<file path="src/rtl/ps2_pkg.sv">
// Shared definitions for the PS/2 receive path: FSM encodings,
// default parameter values and the odd-parity helper.
package ps2_pkg;

    localparam int DEFAULT_FIFO_DEPTH     = 8;
    localparam int DEFAULT_FILTER_LEN     = 8;
    localparam int DEFAULT_TIMEOUT_CYCLES = 5000;

    typedef enum logic [1:0] {
        ST_IDLE   = 2'd0,
        ST_DATA   = 2'd1,
        ST_PARITY = 2'd2,
        ST_STOP   = 2'd3
    } ps2_state_t;

    // True when the eight data bits plus the parity bit hold an odd number of ones
    function automatic logic odd_parity_ok(input logic [7:0] data, input logic parity);
        return ^{data, parity};
    endfunction

endpackage

</file>
<file path="src/rtl/ps2_sync_filter.sv">
// Brings the raw PS/2 lines into the clk domain, debounces the PS/2 clock
// and produces a single-cycle pulse on each accepted falling edge.
module ps2_sync_filter
    import ps2_pkg::*;
#(
    parameter int FILTER_LEN = DEFAULT_FILTER_LEN
) (
    input  logic clk,
    input  logic reset,
    input  logic ps2_clock,
    input  logic ps2_data,
    output logic data_sync,
    output logic fall_edge
);

    localparam int CW = $clog2(FILTER_LEN + 1);

    logic          clk_meta;
    logic          clk_sync;
    logic          data_meta;
    logic          clk_filt;
    logic [CW-1:0] stable_cnt;

    // Two-flop synchronisers; idle-high lines reset to 1 so no false edge appears
    always_ff @(posedge clk) begin
        if (!reset) begin
            clk_meta  <= 1'b1;
            clk_sync  <= 1'b1;
            data_meta <= 1'b1;
            data_sync <= 1'b1;
        end else begin
            clk_meta  <= ps2_clock;
            clk_sync  <= clk_meta;
            data_meta <= ps2_data;
            data_sync <= data_meta;
        end
    end

    // Accept a new clock level only after FILTER_LEN identical differing samples
    always_ff @(posedge clk) begin
        if (!reset) begin
            clk_filt   <= 1'b1;
            stable_cnt <= '0;
            fall_edge  <= 1'b0;
        end else begin
            fall_edge <= 1'b0;
            if (clk_sync == clk_filt) begin
                stable_cnt <= '0;
            end else if (stable_cnt == CW'(FILTER_LEN - 1)) begin
                clk_filt   <= clk_sync;
                stable_cnt <= '0;
                fall_edge  <= ~clk_sync;
            end else begin
                stable_cnt <= stable_cnt + CW'(1);
            end
        end
    end

endmodule

</file>
<file path="src/rtl/ps2_rx_fifo.sv">
// PS/2 keyboard receiver: frame decoder FSM with parity/stop/timeout checks
// feeding a first-word-fall-through scan-code FIFO.
module ps2_rx_fifo
    import ps2_pkg::*;
#(
    parameter int FIFO_DEPTH     = DEFAULT_FIFO_DEPTH,
    parameter int FILTER_LEN     = DEFAULT_FILTER_LEN,
    parameter int TIMEOUT_CYCLES = DEFAULT_TIMEOUT_CYCLES
) (
    input  logic                          clk,
    input  logic                          reset,
    input  logic                          ps2_clock,
    input  logic                          ps2_data,
    input  logic                          rd_en,
    output logic                          scan_ready,
    output logic [7:0]                    scan_code,
    output logic [$clog2(FIFO_DEPTH):0]   fifo_count,
    output logic                          parity_err,
    output logic                          frame_err,
    output logic                          overflow
);

    localparam int AW   = $clog2(FIFO_DEPTH);
    localparam int CNTW = AW + 1;
    localparam int TW   = $clog2(TIMEOUT_CYCLES + 1);

    logic            data_sync;
    logic            fall_edge;

    ps2_state_t      state;
    logic [2:0]      bit_cnt;
    logic [7:0]      shift_reg;
    logic            parity_ok;
    logic [TW-1:0]   timeout_cnt;
    logic            push_req;
    logic [7:0]      push_byte;

    logic [7:0]      mem [FIFO_DEPTH];
    logic [AW-1:0]   wr_ptr;
    logic [AW-1:0]   rd_ptr;
    logic            fifo_full;
    logic            do_pop;
    logic            do_push;

    ps2_sync_filter #(
        .FILTER_LEN (FILTER_LEN)
    ) u_sync_filter (
        .clk       (clk),
        .reset     (reset),
        .ps2_clock (ps2_clock),
        .ps2_data  (ps2_data),
        .data_sync (data_sync),
        .fall_edge (fall_edge)
    );

    // Frame decoder: one state step per filtered falling edge, plus idle timeout
    always_ff @(posedge clk) begin
        if (!reset) begin
            state       <= ST_IDLE;
            bit_cnt     <= 3'd0;
            shift_reg   <= 8'h00;
            parity_ok   <= 1'b0;
            timeout_cnt <= '0;
            push_req    <= 1'b0;
            push_byte   <= 8'h00;
            parity_err  <= 1'b0;
            frame_err   <= 1'b0;
        end else begin
            push_req   <= 1'b0;
            parity_err <= 1'b0;
            frame_err  <= 1'b0;
            if (fall_edge) begin
                timeout_cnt <= '0;
                case (state)
                    ST_IDLE: begin
                        if (!data_sync) begin
                            state   <= ST_DATA;
                            bit_cnt <= 3'd0;
                        end
                    end
                    ST_DATA: begin
                        shift_reg <= {data_sync, shift_reg[7:1]};
                        if (bit_cnt == 3'd7) begin
                            state   <= ST_PARITY;
                            bit_cnt <= 3'd0;
                        end else begin
                            bit_cnt <= bit_cnt + 3'd1;
                        end
                    end
                    ST_PARITY: begin
                        parity_ok <= odd_parity_ok(shift_reg, data_sync);
                        state     <= ST_STOP;
                    end
                    ST_STOP: begin
                        if (!data_sync) begin
                            frame_err <= 1'b1;
                        end else if (!parity_ok) begin
                            parity_err <= 1'b1;
                        end else begin
                            push_req  <= 1'b1;
                            push_byte <= shift_reg;
                        end
                        state <= ST_IDLE;
                    end
                    default: state <= ST_IDLE;
                endcase
            end else if (state != ST_IDLE) begin
                if (timeout_cnt == TW'(TIMEOUT_CYCLES - 1)) begin
                    state       <= ST_IDLE;
                    bit_cnt     <= 3'd0;
                    timeout_cnt <= '0;
                    frame_err   <= 1'b1;
                end else begin
                    timeout_cnt <= timeout_cnt + TW'(1);
                end
            end else begin
                timeout_cnt <= '0;
            end
        end
    end

    assign fifo_full = (fifo_count == CNTW'(FIFO_DEPTH));
    assign do_pop    = rd_en && (fifo_count != '0);
    assign do_push   = push_req && (!fifo_full || do_pop);

    // Storage array; a push while full is only allowed alongside a pop, which frees the head slot
    always_ff @(posedge clk) begin
        if (do_push) begin
            mem[wr_ptr] <= push_byte;
        end
    end

    // Pointer, occupancy and sticky overflow bookkeeping
    always_ff @(posedge clk) begin
        if (!reset) begin
            wr_ptr     <= '0;
            rd_ptr     <= '0;
            fifo_count <= '0;
            overflow   <= 1'b0;
        end else begin
            if (do_push) begin
                wr_ptr <= wr_ptr + AW'(1);
            end
            if (do_pop) begin
                rd_ptr <= rd_ptr + AW'(1);
            end
            if (do_push && !do_pop) begin
                fifo_count <= fifo_count + CNTW'(1);
            end else if (do_pop && !do_push) begin
                fifo_count <= fifo_count - CNTW'(1);
            end
            if (push_req && fifo_full && !do_pop) begin
                overflow <= 1'b1;
            end
        end
    end

    assign scan_ready = (fifo_count != '0);
    assign scan_code  = scan_ready ? mem[rd_ptr] : 8'h00;

endmodule

</file>
<file path="config.mk">
export PLATFORM = sky130hd
export DESIGN_NAME = ps2_rx_fifo
export DESIGN_NICKNAME = d
export VERILOG_FILES = /design/src/rtl/ps2_pkg.sv /design/src/rtl/ps2_sync_filter.sv /design/src/rtl/ps2_rx_fifo.sv
export SDC_FILE = /design/constraint.sdc
export NUM_CORES = 1
export LEC_CHECK = 0
export ABC_AREA = 1
export BUFFER_PORTS_ARGS = -buffer_cell sky130_fd_sc_hd__buf_4
export CORE_ASPECT_RATIO = 0.9
export CORE_MARGIN = 5
export CORE_UTILIZATION = 35
export CTS_BUF_LIST = sky130_fd_sc_hd__clkbuf_16
export CTS_CLUSTER_DIAMETER = 80
export DETAILED_ROUTE_END_ITERATION = 8
export GPL_ROUTABILITY_DRIVEN = 0
export PLACE_DENSITY = 0.46
export SYNTH_ARGS = -nofsm -noshare
export SYNTH_HDL_FRONTEND = slang
export SYNTH_SLANG_ARGS = --single-unit
</file>
<file path="constraint.sdc">
create_clock -name clk -period 4.5 [get_ports clk]
set_clock_uncertainty 0.05 [all_clocks]
set_input_delay 0.45 -clock clk [delete_from_list [all_inputs] [get_ports clk]]
set_output_delay 0.45 -clock clk [all_outputs]
set_load 0.1 [all_outputs]
</file>
; ---- After elaboration in Yosys (flattened, before gate mapping)
; Memories as Yosys holds them, arrays and structs flattened. A register that Yosys moved wholly into a read port is not among the register bits.
; Cells that the tools add are included.
; W data, S select, Z words.
[classes]
addsub = 7
mul = 0
n_div = 0
magnitude_cmp = 0
eq_ne = 11
shift = 0
muxes = 26
bitwise = 5
n_reduce_logical = 27
[ops]
columns = op, count
row1 = $mux W3, 7
row2 = $reduce_and A4 Y1, 4
row3 = $add A13 B1 Y13 const B, 1
row4 = $eq A13 B13 Y1 const B, 1
row5 = $mux W2, 5
row6 = $add A3 B1 Y3 const B, 3
row7 = $mux W1, 9
row8 = $ne A3 B3 Y1 const B, 3
row9 = $reduce_xor A9 Y1, 1
row10 = $add A4 B1 Y4 const B, 2
row11 = $mux W4, 2
row12 = $mux W8, 1
row13 = $pmux W2 S4, 1
row14 = $reduce_bool A2 Y1, 4
row15 = $logic_and A1 B1 Y1, 6
row16 = $pmux W3 S2, 1
row17 = $reduce_and A2 Y1, 3
row18 = $reduce_or A3 Y1, 2
row19 = $not A1 Y1, 5
row20 = $eq A2 B2 Y1 const B, 2
row21 = $eq A4 B3 Y1 const B, 1
row22 = $eq A4 B4 Y1 const B, 1
row23 = $reduce_bool A4 Y1, 1
row24 = $reduce_or A4 Y1, 1
row25 = other kinds (7), 9
[totals]
ff_bits = 59
latch_bits = 0
ram_bits = 64
rom_bits = 0
output_inout_bits = 16
wordCells = 97
n_memories = 1
[memory_table]
columns = name, depth, width, rd, rd_ports_with_merged_regs, wr, line_no
row1 = mem, 8, 8, 1, 1, 1, ps2_rx_fifo.sv:38  ; logic [7:0] mem [FIFO_DEPTH];

; ---- Depth between registers and ports, before layout
[logic_depth]
ltp_word = 8
ltp_mapped = 15
depth_no_buf = 15

; ---- Cells and area by module
; From an unflattened synthesis, not the netlist that was laid out.
[hier_totals]
cells_unflattened = 559
area_unflattened_um2 = 5375.2
[by_module_without_submodules]
columns = module, instances, cells_each, area_per_inst_um2, seq_area_each_um2
row1 = ps2_rx_fifo, 1, 520, 5013.6, 2962.8
row2 = ps2_sync_filter, 1, 39, 361.6, 200.2

; ---- Least setup slack after synthesis
; Ideal clock, no wire load.
[synth_timing]
path_kind = register to output
start = register fifo_count[0]
end = output port scan_code[0]
arrival_time_ps = 3462
required_ps = 4000
slack_ps = 538
stages_incl_launch_ff = 5
path_cell_list = dfxtp_1 > nor2_1 > nand3_2 > o21ai_0 > a31oi_1
[synth_between]
elab_chain_len = 2
[synth_lines]
columns = element, line_no
row1 = from (decl), ps2_rx_fifo.sv:17  ; output logic [$clog2(FIFO_DEPTH):0] fifo_count,
row2 = from (signal assigned), ps2_rx_fifo.sv:148  ; fifo_count <= fifo_count + CNTW'(1);
row3 = from (signal assigned), ps2_rx_fifo.sv:150  ; fifo_count <= fifo_count - CNTW'(1);
row4 = $reduce_bool A4 Y1, ps2_rx_fifo.sv:158  ; assign scan_ready = (fifo_count != '0);
row5 = net scan_ready, ps2_rx_fifo.sv:15  ; output logic scan_ready,
row6 = $mux W8, ps2_rx_fifo.sv:159  ; assign scan_code = scan_ready ? mem[rd_ptr] : 8'h00;
row7 = to (decl), ps2_rx_fifo.sv:16  ; output logic [7:0] scan_code,
; The timed path passes the listed nets, and every way through them passes these cells.

==> flow_metrics.py <==
metrics = {
    "run_status": {
        "status": "finished, final reports clean",
    },
    "cts": {
        "cts_max_path_buffers": 2,
        "cts.reportedPaths.clkPinSlew_ps": 60,
        "cts_buffers": 17,
        "postCtsSetupBuffers": 0,
        "htreeDepth": 4,
        "cts_hold_buffers": 0,
        "tritoncts": "built",
        "insertion_delay_ps": 420,
        "clock-sinks": 126,
        "cts_resized": 0,
        "cts-root-buf": "clkbuf_16",
    },
    "synth": {
        "synth.distinct_cells": 31,
        "ys.flop_type": "edfxtp_1",
        "yosysWarnings": 0,
        "synthArstFlopShare": 0,
        "yosysSeqAreaShare": 0.602,
        "syn_area_mm2": 0.00526,
        "synth_seq_cells": 126,
        "synth_nets": 579,
        "synthCells": 560,
        "syn_area_per_cell_um2": 9.39,
        "synth_edf_count": 64,
    },
    "timing": {
        "fmax_mhz": 333,
        "maxSlewHeadroom": 0.345,
        "post-route-period-util": 0.667,
        "slew_viol_final": 0,
        "timing.setup.tns_ps": 0,
        "setup_viol": 0,
        "rsz0062_at_grt": "no",
        "min_period_ps": 3000,
        "finalHoldViolations": 0,
        "worstMarginPinSlew_ps": 979,
    },
    "layout": {
        "final_common_cell": "nor2_1",
        "utilization": 0.418,
        "final_cell_mix": "93 x nor2_1, 84 x nand2_1, 64 x edfxtp_1",
        "reg.largest.list": "mem (64), timeout_cnt (13)",
        "area_growth_syn_to_layout_pct": 17.1,
        "top_register": "mem",
        "fin_nets": 603,
        "largest_reg_flops": 64,
        "drive_gt1_frac": 0.111,
        "fin_cells": 794,
        "n_antenna_cell": 0,
    },
    "die": {
        "io_pins": 21,
        "std_cell_rows": 42,
        "die_w_um": 139,
        "die_y_um": 126,
        "start_util": 0.357,
        "design.die.area_mm2": 0.0176,
        "core_area_mm2": 0.0147,
    },
    "hold_path": {
        "hold_end": "u_sync_filter.clk_meta",
        "hold_class": "in -> reg",
        "worstHoldPathCells": 2,
        "hp-start": "ps2_clock",
    },
    "critical_path": {
        "critPathArrivalTime_ps": 2500,
        "critPathTopFamily": "buffers and inverters",
        "timing_worst_setup_path_type": "reg -> out",
        "r2r-end": "fifo_count[3]",
        "cpPeakStageDelay_ps": 600,
        "end_kind": "output pin",
        "setup.worst_path.start_class": "flop",
        "crit_chain": "buf_4, inv_1, o21ai_0, o22ai_1, o21ai_0, a31oi_1, buf_4",
        "crit_slowest_cell": "inv_1",
        "crit_cells": 7,
        "crit_buf_inv": 3,
        "r2r_slack_ps": 2110,
        "r2r_cells": 12,
        "reg2reg_from": "fifo_count[0]",
        "crit_required_ps": 4000,
        "path_max_fanout": 33,
    },
    "power_and_ir_drop": {
        "p_per_area_mw_per_mm2": 684,
        "p_leak_nw": 2.39,
        "peakVddDrop_uv": 774,
    },
    "drt": {
        "wl_per_cell_um": 13.5,
        "vias": 3697,
        "drtAntennaViolNets": 0,
        "viasPerCell": 4.66,
        "wirelength_um": 10700,
        "route.detailed.drc": 0,
        "drt-initial-drc-count": 165,
        "drtPass1Iterations": 4,
    },
    "global_route": {
        "grt_max_degree": 34,
        "grt_pass1_wl_um": 17900,
        "overflow": 0,
        "antenna_found_initial": 0,
        "grtUsageTotal": 0.131,
        "grt_pass1_vias": 3554,
    },
    "placed_design": {
        "portBuffers": 20,
        "dp.cells": 763,
        "place_hpwl_um": 7190,
    },
    "run": {
        "cap_violations": 0,
    },
}
## kinds of logic (layout without fill, tap and decap cells)
kind of cell / after synthesis / count (layout) / share of synthesized area
flip-flops: 126 / 126 / 0.602
AND/OR/NAND/NOR: 221 / 221 / 0.176
adder cells (fa/ha/maj): 14 / 14 / 0.0348
AO/OA/AOI/OAI: 118 / 118 / 0.117
buffers and inverters: 72 / 108 / 0.0547
XOR/XNOR: 9 / 9 / 0.0150
## layout make-up
| type | instances | area (µm²) |
|---|---|---|
| clock buffer | 17 | 425 |
| clock inverter | 14 | 145 |
| fill | 1452 | 8560 |
| inverter | 56 | 213 |
| multi-input combinational | 362 | 1810 |
| sequential | 126 | 3160 |
| tap | 198 | 248 |
| timing repair buffer | 21 | 158 |
## worst reg2reg max path, stage by stage, from the launching register on
cell and delay [ps]:
dfxtp_1 370, nor2_1 220, nand3_2 270, nand2_1 210
ha_1 160, inv_1 80, ha_1 330, a21oi_1 150
nand2_1 80, a21oi_1 120, o21ai_0 120, nor2_1 110
nor2_1 50
## power by group
group / leakage (nW) / internal, W / total, W / switching [W]
Sequential: 1.09 / 0.00123 / 0.00128 / 0.0000494
Combinational: 1.02 / 0.000334 / 0.00161 / 0.00128
Clock: 0.273 / 0.000809 / 0.00131 / 0.000504
Total: 2.39 / 0.00238 / 0.00421 / 0.00183
## routing by layer
metal / vias up / wire (µm) / share of wire / track usage
li1: 1924 / - / - / -
met1: 1706 / 4950 / 0.46 / 0.162
met2: 54 / 5130 / 0.48 / 0.211
met3: 13 / 474 / 0.044 / 0.0440
met4: 0 / 176 / 0.016 / 0.0535
met5: - / 0 / 0 / 0
## metrics by stage
step	total power (W)	hold WS, ps	worst slack (ps)	area (µm²)
floorplan	0.00262	343	538	5260
global placement	0.00293	350	1960	5590
detailed placement	0.00294	353	1910	5590
CTS	0.00427	145	1450	6160
global route	0.00442	147	1260	6160
finish	0.00421	160	1500	6160
## cells in the mapped netlist (2+ instances only)
cell type,number,area [µm²]
nor2_1,93,349
nand2_1,84,315
edfxtp_1,64,1920
o21ai_0,63,315
dfxtp_1,62,1240
inv_1,53,199
a21oi_1,35,175
nand3_1,17,85.1
ha_1,13,163
a31oi_1,9,56.3
o22ai_1,9,56.3
xor2_1,9,78.8
clkbuf_1,8,30.0
nor3_1,8,40.0
buf_2,6,30.0
or2_2,4,25.0
nand3_2,3,30.0
or2_1,3,18.8
buf_4,2,15.0
inv_2,2,7.51
nor2_2,2,12.5
or2_0,2,12.5
## how the worst max path moves through the flow
stage / slack [ps] / start / end
2_1_floorplan: 540 / fifo_count[0] / scan_code[0]
3_3_place_gp: 1960 / flop / scan_code[0]
5_1_grt: 1260 / flop / scan_code[1]
4_1_cts: 1450 / flop / scan_code[0]
3_5_place_dp: 1910 / flop / scan_code[0]
6_report: 1500 / flop / scan_code[0]
Power figures use the tool's default switching activity.
